[src/rtl/ps2_pkg.sv]
// Shared PS/2 definitions: host transmitter states, frame size and common mouse command bytes.
package ps2_pkg;

  typedef enum logic [2:0] {
    IDLE,
    INHIBIT,
    RTS,
    SEND,
    ACK,
    RELEASE,
    DONE
  } state_t;

  localparam int FRAME_BITS = 10;

  localparam logic [7:0] CMD_RESET    = 8'hFF;
  localparam logic [7:0] CMD_ENABLE   = 8'hF4;
  localparam logic [7:0] CMD_DEFAULTS = 8'hF6;

  // Frame after the start bit, LSB first: data, odd parity, stop.
  function automatic logic [FRAME_BITS-1:0] make_frame(input logic [7:0] data);
    return {1'b1, ~^data, data};
  endfunction

endpackage

[src/rtl/ps2_in_sync.sv]
// PS/2 clock/data synchroniser with falling-edge detect on the synchronised clock.
module ps2_in_sync #(
  parameter int SYNC_STAGES = 2
) (
  input  logic clk,
  input  logic rst,
  input  logic ps2_clk,
  input  logic ps2_dat,
  output logic clk_sync,
  output logic dat_sync,
  output logic fall
);

  logic [SYNC_STAGES-1:0] clk_sr;
  logic [SYNC_STAGES-1:0] dat_sr;
  logic                   clk_prev;

  // Reset to the idle-high line level so leaving reset never fakes a fall.
  always_ff @(posedge clk or posedge rst) begin
    if (rst) begin
      clk_sr   <= '1;
      dat_sr   <= '1;
      clk_prev <= 1'b1;
    end else begin
      clk_sr   <= {clk_sr[SYNC_STAGES-2:0], ps2_clk};
      dat_sr   <= {dat_sr[SYNC_STAGES-2:0], ps2_dat};
      clk_prev <= clk_sr[SYNC_STAGES-1];
    end
  end

  assign clk_sync = clk_sr[SYNC_STAGES-1];
  assign dat_sync = dat_sr[SYNC_STAGES-1];
  assign fall     = clk_prev & ~clk_sync;

endmodule

[src/rtl/ps2_host_tx.sv]
// PS/2 host-to-device command transmitter (inhibit, request-to-send, shift, ACK check).
// Optional device-silence timeout is enabled by defining PS2_TX_TIMEOUT_EN.
module ps2_host_tx
  import ps2_pkg::*;
#(
  parameter int INHIBIT_CYCLES = 5000,
  parameter int TIMEOUT_CYCLES = 750000,
  parameter int SYNC_STAGES    = 2
) (
  input  logic       iClk,
  input  logic       iReset,
  input  logic       iStart,
  input  logic [7:0] iData,
  input  logic       iPS2_CLK,
  input  logic       iPS2_DAT,
  output logic       oPS2_CLK_oe,
  output logic       oPS2_DAT_oe,
  output logic       oBusy,
  output logic       oDone,
  output logic       oError
);

  localparam int CNT_MAX = (INHIBIT_CYCLES > TIMEOUT_CYCLES) ? INHIBIT_CYCLES : TIMEOUT_CYCLES;
  localparam int CNT_W   = $clog2(CNT_MAX + 1);

  state_t                state, state_nx;
  logic [CNT_W-1:0]      cnt, cnt_nx;
  logic [3:0]            bit_idx, bit_idx_nx;
  logic                  nack, nack_nx;
  logic [FRAME_BITS-1:0] frame;
  logic                  clk_s, dat_s, fall;
  logic                  timed_out;

  ps2_in_sync #(.SYNC_STAGES(SYNC_STAGES)) u_sync (
    .clk      (iClk),
    .rst      (iReset),
    .ps2_clk  (iPS2_CLK),
    .ps2_dat  (iPS2_DAT),
    .clk_sync (clk_s),
    .dat_sync (dat_s),
    .fall     (fall)
  );

`ifdef PS2_TX_TIMEOUT_EN
  assign timed_out = (cnt == '0) && ((state == SEND) || (state == ACK) || (state == RELEASE));
`else
  assign timed_out = 1'b0;
`endif

  always_ff @(posedge iClk or posedge iReset) begin
    if (iReset) begin
      state   <= IDLE;
      cnt     <= '0;
      bit_idx <= '0;
      nack    <= 1'b0;
    end else begin
      state   <= state_nx;
      cnt     <= cnt_nx;
      bit_idx <= bit_idx_nx;
      nack    <= nack_nx;
    end
  end

  always_ff @(posedge iClk) begin
    if (state == IDLE && iStart) frame <= make_frame(iData);
  end

  always_comb begin
    state_nx    = state;
    cnt_nx      = (cnt != '0) ? cnt - CNT_W'(1) : cnt;
    bit_idx_nx  = bit_idx;
    nack_nx     = nack;
    oPS2_CLK_oe = 1'b0;
    oPS2_DAT_oe = 1'b0;
    oBusy       = 1'b1;
    oDone       = 1'b0;
    oError      = 1'b0;
    case (state)
      IDLE: begin
        oBusy = 1'b0;
        if (iStart) begin
          state_nx   = INHIBIT;
          cnt_nx     = CNT_W'(INHIBIT_CYCLES - 1);
          bit_idx_nx = '0;
          nack_nx    = 1'b0;
        end
      end
      INHIBIT: begin
        oPS2_CLK_oe = 1'b1;
        if (cnt == '0) state_nx = RTS;
      end
      RTS: begin
        oPS2_CLK_oe = 1'b1;
        oPS2_DAT_oe = 1'b1;
        state_nx    = SEND;
        bit_idx_nx  = '0;
`ifdef PS2_TX_TIMEOUT_EN
        cnt_nx      = CNT_W'(TIMEOUT_CYCLES);
`endif
      end
      SEND: begin
        // Index 0 is still the start bit; fall n exposes frame bit n-1.
        oPS2_DAT_oe = (bit_idx == 4'd0) ? 1'b1 : ~frame[bit_idx - 4'd1];
        if (fall) begin
          bit_idx_nx = bit_idx + 4'd1;
`ifdef PS2_TX_TIMEOUT_EN
          cnt_nx     = CNT_W'(TIMEOUT_CYCLES);
`endif
          if (bit_idx == 4'(FRAME_BITS - 1)) state_nx = ACK;
        end
      end
      ACK: begin
        if (fall) begin
          nack_nx  = dat_s;
          state_nx = RELEASE;
`ifdef PS2_TX_TIMEOUT_EN
          cnt_nx   = CNT_W'(TIMEOUT_CYCLES);
`endif
        end
      end
      RELEASE: begin
        if (clk_s && dat_s) state_nx = DONE;
      end
      DONE: begin
        oBusy    = 1'b0;
        oDone    = 1'b1;
        oError   = nack;
        state_nx = IDLE;
      end
      default: state_nx = IDLE;
    endcase
    // Silent device: drop both lines now, report the failure next cycle.
    if (timed_out) begin
      oPS2_CLK_oe = 1'b0;
      oPS2_DAT_oe = 1'b0;
      nack_nx     = 1'b1;
      state_nx    = DONE;
    end
  end

endmodule
[config.mk]
export PLATFORM = sky130hd
export DESIGN_NAME = ps2_host_tx
export DESIGN_NICKNAME = d
export VERILOG_FILES = /design/src/rtl/ps2_pkg.sv /design/src/rtl/ps2_in_sync.sv /design/src/rtl/ps2_host_tx.sv
export SDC_FILE = /design/constraint.sdc
export NUM_CORES = 1
export LEC_CHECK = 0
export CAP_MARGIN = 20
export CELL_PAD_IN_SITES_DETAIL_PLACEMENT = 1
export CELL_PAD_IN_SITES_GLOBAL_PLACEMENT = 2
export CORE_UTILIZATION = 35
export CTS_BUF_LIST = sky130_fd_sc_hd__clkbuf_8
export DETAILED_ROUTE_END_ITERATION = 16
export PLACE_DENSITY_LB_ADDON = 0.1
export SLEW_MARGIN = 20
export SYNTH_ARGS = -nofsm -noshare
export SYNTH_HDL_FRONTEND = slang
export SYNTH_SLANG_ARGS = --single-unit
[constraint.sdc]
create_clock -name iClk -period 2.3 [get_ports iClk]
set_input_delay 0.46 -clock iClk [delete_from_list [all_inputs] [get_ports iClk]]
set_output_delay 0.46 -clock iClk [all_outputs]
set_load 0.01 [all_outputs]
Word level (Yosys, flattened, before mapping)

Cells that the tools add are included.

Register bits after elaboration: 42
Bits of input ports: 13

Add/subtract/negate cells: 3
Magnitude comparators: 1
Eq/ne operators: 13
Multiplexer cells: 24
Bitwise gates (word level): 3
Reduce and logical (&&, ||, !) cells: 14

Operator list:

| kind                                                        | count |
|---|---|
| 2-to-1 mux 20 bit                                           | 3 |
| logical NOT 20 bit                                          | 1 |
| nonzero test 20 bit                                         | 1 |
| subtractor 20 x 1 -> 20 bit (second input constant)         | 1 |
| 2-to-1 mux 3 bit                                            | 6 |
| one-hot mux 3 bit (6 select lines)                          | 1 |
| inequality test 2 bit (second input constant)               | 6 |
| one-hot mux 4 bit (3 select lines)                          | 1 |
| == test 3 bit (second input constant)                       | 3 |
| 2-to-1 mux 1 bit                                            | 8 |
| 2-to-1 mux 4 bit                                            | 2 |
| XNOR reduction 8 bit                                        | 1 |
| == test 3 x 2 -> 1 bit (second input constant)              | 2 |
| AND reduction 3 bit                                         | 2 |
| AND reduction 6 bit                                         | 1 |
| less-than comparator 4 x 5 -> 1 bit (second input constant) | 1 |
| adder 4 x 1 -> 4 bit (second input constant)                | 1 |
| binary-select mux 1 bit (select 4 bit)                      | 1 |
| == test 4 bit (second input constant)                       | 1 |
| logical NOT 4 bit                                           | 1 |
| one-hot mux 1 bit (2 select lines)                          | 2 |
| OR reduction 2 bit                                          | 2 |
| subtractor 4 x 1 -> 4 bit (second input constant)           | 1 |
| == test 3 x 1 -> 1 bit (second input constant)              | 1 |
| other kinds (6)                                             | 8 |

Depth between registers and ports, before layout

Depth in word-level cells: 6
Depth in mapped cells: 7

Hierarchy

From an unflattened synthesis, not the netlist that was laid out.

Cell total of the unflattened synthesis: 230
Area total of the unflattened synthesis: 2,324.7 um^2

Modules (own cells, without submodules):

| module      | times used | cells an instance | area each (um^2) | seq. area each (um^2) |
|---|---|---|---|---|
| ps2_host_tx | 1          | 223               | 2,175.8          | 970.9 |
| ps2_in_sync | 1          | 7                 | 148.9            | 131.4 |

Worst setup path after synthesis

Ideal clock, no wire load.

Kind: reg2reg
Start: reg cnt[3]
End: reg cnt[19]
Setup time: 0.078 ns
Arrival time: 2.140 ns
Data required time: 2.222 ns
Slack: 0.082 ns
Stages on the path, launching flop included: 6
Period minus slack after synthesis: 2.218 ns
Path through: dfrtp_1 > or4_1 > buf_2 > or4_4 > or4_1 > a21oi_1

Cells in the longest elaborated chain, start to end: 4
Elaborated cells between the ends (all ways): 5

RTL lines:

| what                                                               | line              | text |
|---|---|---|
| start: declaration                                                 | ps2_host_tx.sv:27 | `logic [CNT_W-1:0] cnt, cnt_nx;` |
| start signal: assignment                                           | ps2_host_tx.sv:58 | `cnt <= cnt_nx;` |
| subtractor 20 x 1 -> 20 bit or nonzero test 20 bit (tied branches) | ps2_host_tx.sv:70 | `cnt_nx = (cnt != '0) ? cnt - CNT_W'(1) : cnt;` |
| 2-to-1 mux 20 bit *                                                | ps2_host_tx.sv:70 |  |
| 2-to-1 mux 20 bit                                                  | ps2_host_tx.sv:81 | `if (iStart) begin` |
| 2-to-1 mux 20 bit *                                                | ps2_host_tx.sv:78 | `case (state)` |
| net cnt_nx[19]                                                     | ps2_host_tx.sv:27 |  |

The timed path passes the listed nets; every way through them passes the cells marked *.
A chain may end at the register's enable or synchronous reset.

Worst setup path in the final report

Start: reg bit_idx[0]
End: out oPS2_DAT_oe

Cells in the longest elaborated chain, start to end: 6
Elaborated cells between the ends (all ways): 7

RTL lines:

| what                                   | line               | text |
|---|---|---|
| start: declaration                     | ps2_host_tx.sv:28  | `logic [3:0] bit_idx, bit_idx_nx;` |
| start signal: assignment               | ps2_host_tx.sv:59  | `bit_idx <= bit_idx_nx;` |
| subtractor 4 x 1 -> 4 bit              | ps2_host_tx.sv:103 | `oPS2_DAT_oe = (bit_idx == 4'd0) ? 1'b1 : ~frame[bit_idx - 4'd1];` |
| binary-select mux 1 bit (select 4 bit) | ps2_host_tx.sv:103 |  |
| 2-to-1 mux 1 bit (implied by the code) | ps2_host_tx.sv:103 |  |
| inverter 1 bit                         | ps2_host_tx.sv:103 |  |
| 2-to-1 mux 1 bit *                     | ps2_host_tx.sv:103 |  |
| one-hot mux 1 bit (2 select lines) *   | ps2_host_tx.sv:78  |  |
| end: declaration                       | ps2_host_tx.sv:17  | `output logic oPS2_DAT_oe,` |

Every way passes the cells marked *; elsewhere a longest branch is shown, timed or not. The select of a mux whose other input is x is not followed.

==> flow_metrics.env <==
export IMPL_status="finished with violations"
export IMPL_violations="setup timing"
export IMPL_period_share_pct=101
export IMPL_crit_family="flip-flops"
export IMPL_area_delta_synth_final_pct=25.2
export IMPL_gr_usage_met1_pct=24.0
export IMPL_root_buffer="clkbuf_8"
export IMPL_antenna_found_initial=0
export IMPL_setup_violations=1
export IMPL_min_path_type="flop to flop"
export IMPL_use_met2_pct=29.2
export IMPL_period_minus_slack_ns=2.32
export IMPL_path_max_fanout=3
export IMPL_antennaDiodeCount=0
export IMPL_drt_wirelength_per_cell_um=16.1
export IMPL_fmax_mhz=432
export IMPL_crit_type="flop to output pin"
export IMPL_cts_clk_slew_worst_paths_ns=0.08
export IMPL_drc_errors=0
export IMPL_arrival_ns=1.86
export IMPL_final_cell_mix="dfrtp_1 (26), buf_4 (26), nand2_1 (17)"
export IMPL_synth_area_top_cells="dfrtp_1 (30%), edfxtp_1 (12%), dfstp_2 (5.7%)"
export IMPL_dieWidth_um=83.2
export IMPL_ios=18
export IMPL_fin_skew_ns=0.00522
export IMPL_grt_max_degree=34
export IMPL_clock_path_buffers=2
export IMPL_fin_util_pct=45.5
export IMPL_drt_initial_drc_count=55
export IMPL_num_fill_cells=687
export IMPL_cap_violations=0
export IMPL_synth_warnings=0
export IMPL_report_final_slew_viol_count=0
export IMPL_cts_sinks=42
export IMPL_dr_pass1_iters=4
export IMPL_vias=1877
export IMPL_post_route_cells_drive_above_1_share_pct=22.6
export IMPL_grt_usage_pct=17.9
export IMPL_grt_use_met3_pct=3.58
export IMPL_slew_headroom_pct=60.1
export IMPL_synth_edf_count=9
export IMPL_worst_path_buf_inv=3
export IMPL_busiest_layer="met2"
export IMPL_pre_cts_ws_ns=-0.141
export IMPL_grt_pass1_vias=1973
export IMPL_crit_slowest_cell="dfrtp_1"
export IMPL_tightest_slew_ns=0.583
export IMPL_drt_total_wl_um=5590
export IMPL_hold_buffers=0
export IMPL_synthArstFlopShare_pct=78.6
export IMPL_rsz0062_at_grt="true"
export IMPL_grt_pass1_wl_um=9880
export IMPL_die_area_um2=6930
export IMPL_antenna_left=0
export IMPL_io_buffers=17
export IMPL_synth_top_cell_by_area="dfrtp_1"
export IMPL_p_leak_nw=1.19
export IMPL_final_hold_violation_count=0
export IMPL_cts_setup_buffers=0
export IMPL_setup_ws_ns=-0.0167
export IMPL_htreeDepth=2
export IMPL_syn_inst=226
export IMPL_synth_cell_types=48
export IMPL_ir_worst_vdd_mv=0.444
export IMPL_row_count=29
export IMPL_drt_vias_per_instance=5.41
export IMPL_reg2reg_slack_ns=0.11
export IMPL_yosys_area_top_type_share_pct=30.3
export IMPL_syn_area_um2=2310
export IMPL_grt_overflow_total=0
export IMPL_clock_latency_ns=0.30
export IMPL_critPathRequiredTime_ns=1.84
export IMPL_die_y_um=83.2
export IMPL_syn_nets=245
export IMPL_hpwl_um=4110
export IMPL_tritoncts="built"
export IMPL_powerDensity_nw_per_um2=1000
export IMPL_yosysSeqAreaShare_pct=47.7
export IMPL_cp_start_kind="flop"
export IMPL_avgSynthCellArea_um2=10.2
export IMPL_synth_ff_type="dfrtp_1"
export IMPL_timing_critical_path_slowest_cell_delay_ns=0.38
export IMPL_cts_buffers_inserted=5
export IMPL_gp_congestion=0.736
export IMPL_nNetsFinal=288
export IMPL_critPathMostFrequentCell="inv_2"
export IMPL_start_util_pct=36.4
export IMPL_path_cells="inv_2 -> ha_4 -> mux4_2 -> inv_2 -> mux2i_1 -> a311oi_1 -> buf_2"
export IMPL_crit_path_end_kind="output pin"
export IMPL_core_um2=6350
export IMPL_ys_ff_latch=42
[per-layer routing]
metal,up-vias,routed length [um]
met5,-,0
li1,926,-
met4,0,43
met3,4,96
met1,936,2780
met2,11,2670
[report_power, final]
group / switching [mW] / internal, mW / leakage [nW]
clock network: 0.268 / 0.321 / 0.0599
registers: 0.166 / 0.924 / 0.485
logic: 0.588 / 0.636 / 0.649
[state kept, by name, summed over array words and instances (netlist names)]
| name | flops |
|---|---|
| cnt | 20 |
| u_sync.clk_prev | 1 |
| frame | 9 |
| u_sync.clk_sr | 2 |
| bit_idx | 4 |
| u_sync.dat_sr | 2 |
| nack | 1 |
| state | 3 |
[metrics by stage]
stage | std cells | hold WS (ns) | power, mW | setup TNS [ns] | area (um2)
3_3_place_gp | 339 | 0.349 | 2.24 | -0.104 | 2750
2_1_floorplan | 226 | 0.345 | 1.77 | 0 | 2310
6_report | 347 | 0.359 | 2.90 | -0.0167 | 2890
4_1_cts | 347 | 0.360 | 2.90 | -0.0239 | 2870
5_1_grt | 347 | 0.362 | 3.12 | -0.101 | 2890
3_5_place_dp | 339 | 0.348 | 2.27 | -0.141 | 2750
[cells in the mapped netlist, drive strengths merged, types with 2 or more instances]
library cell,number
a31oi,3
clkbuf,7
edfxtp,9
a21o,2
nor3,6
or2,6
o211ai,3
mux2i,11
nor2b,5
nor4,4
dfstp,5
nor2,9
inv,12
and2,2
a21oi,13
xnor2,8
nand4,2
dfrtp,28
or3,10
a211o,2
nand3,5
nand2,17
or4,7
a2111o,2
o31ai,2
nor3b,2
o21ai,11
mux4,2
ha,6
nand2b,4
and4,2
a211oi,5
[final timing paths]
path	startpoint	endpoint	depth (start not counted)
max in group asynchronous	iReset	u_sync.dat_sr[0]	3
worst max register to register	cnt[3]	cnt[19]	4
worst max-delay path	bit_idx[0]	oPS2_DAT_oe	7
min in group asynchronous	iReset	cnt[19]	3
worst min-delay path	u_sync.clk_sr[0]	u_sync.clk_sr[1]	0
worst min register to register	u_sync.clk_sr[0]	u_sync.clk_sr[1]	0
[what timing repair did]
action | CTS | global route
pin swaps | 0 | 1
endpoints found under the setup margin | 1 | 6
resized for setup | 9 | 9
[layout make-up]
cell class	instances	area, um2	area share, %
Multi-Input combinational cell	164	1160	40.2
Clock inverter	3	40.0	1.38
Tap cell	77	96.3	3.33
Inverter	12	45.0	1.56
Sequential cell	42	1100	38.2
Timing Repair Buffer	44	374	12.9
Clock buffer	5	68.8	2.38
[cell families after synthesis]
group | share of synthesized area, %
simple gates | 20.6
compound gates | 15.4
flops | 47.7
buf+inv | 3.30
mux | 6.72
xor+xnor | 3.03
fa+ha+maj | 3.25
(Power assumes the default switching activity.)
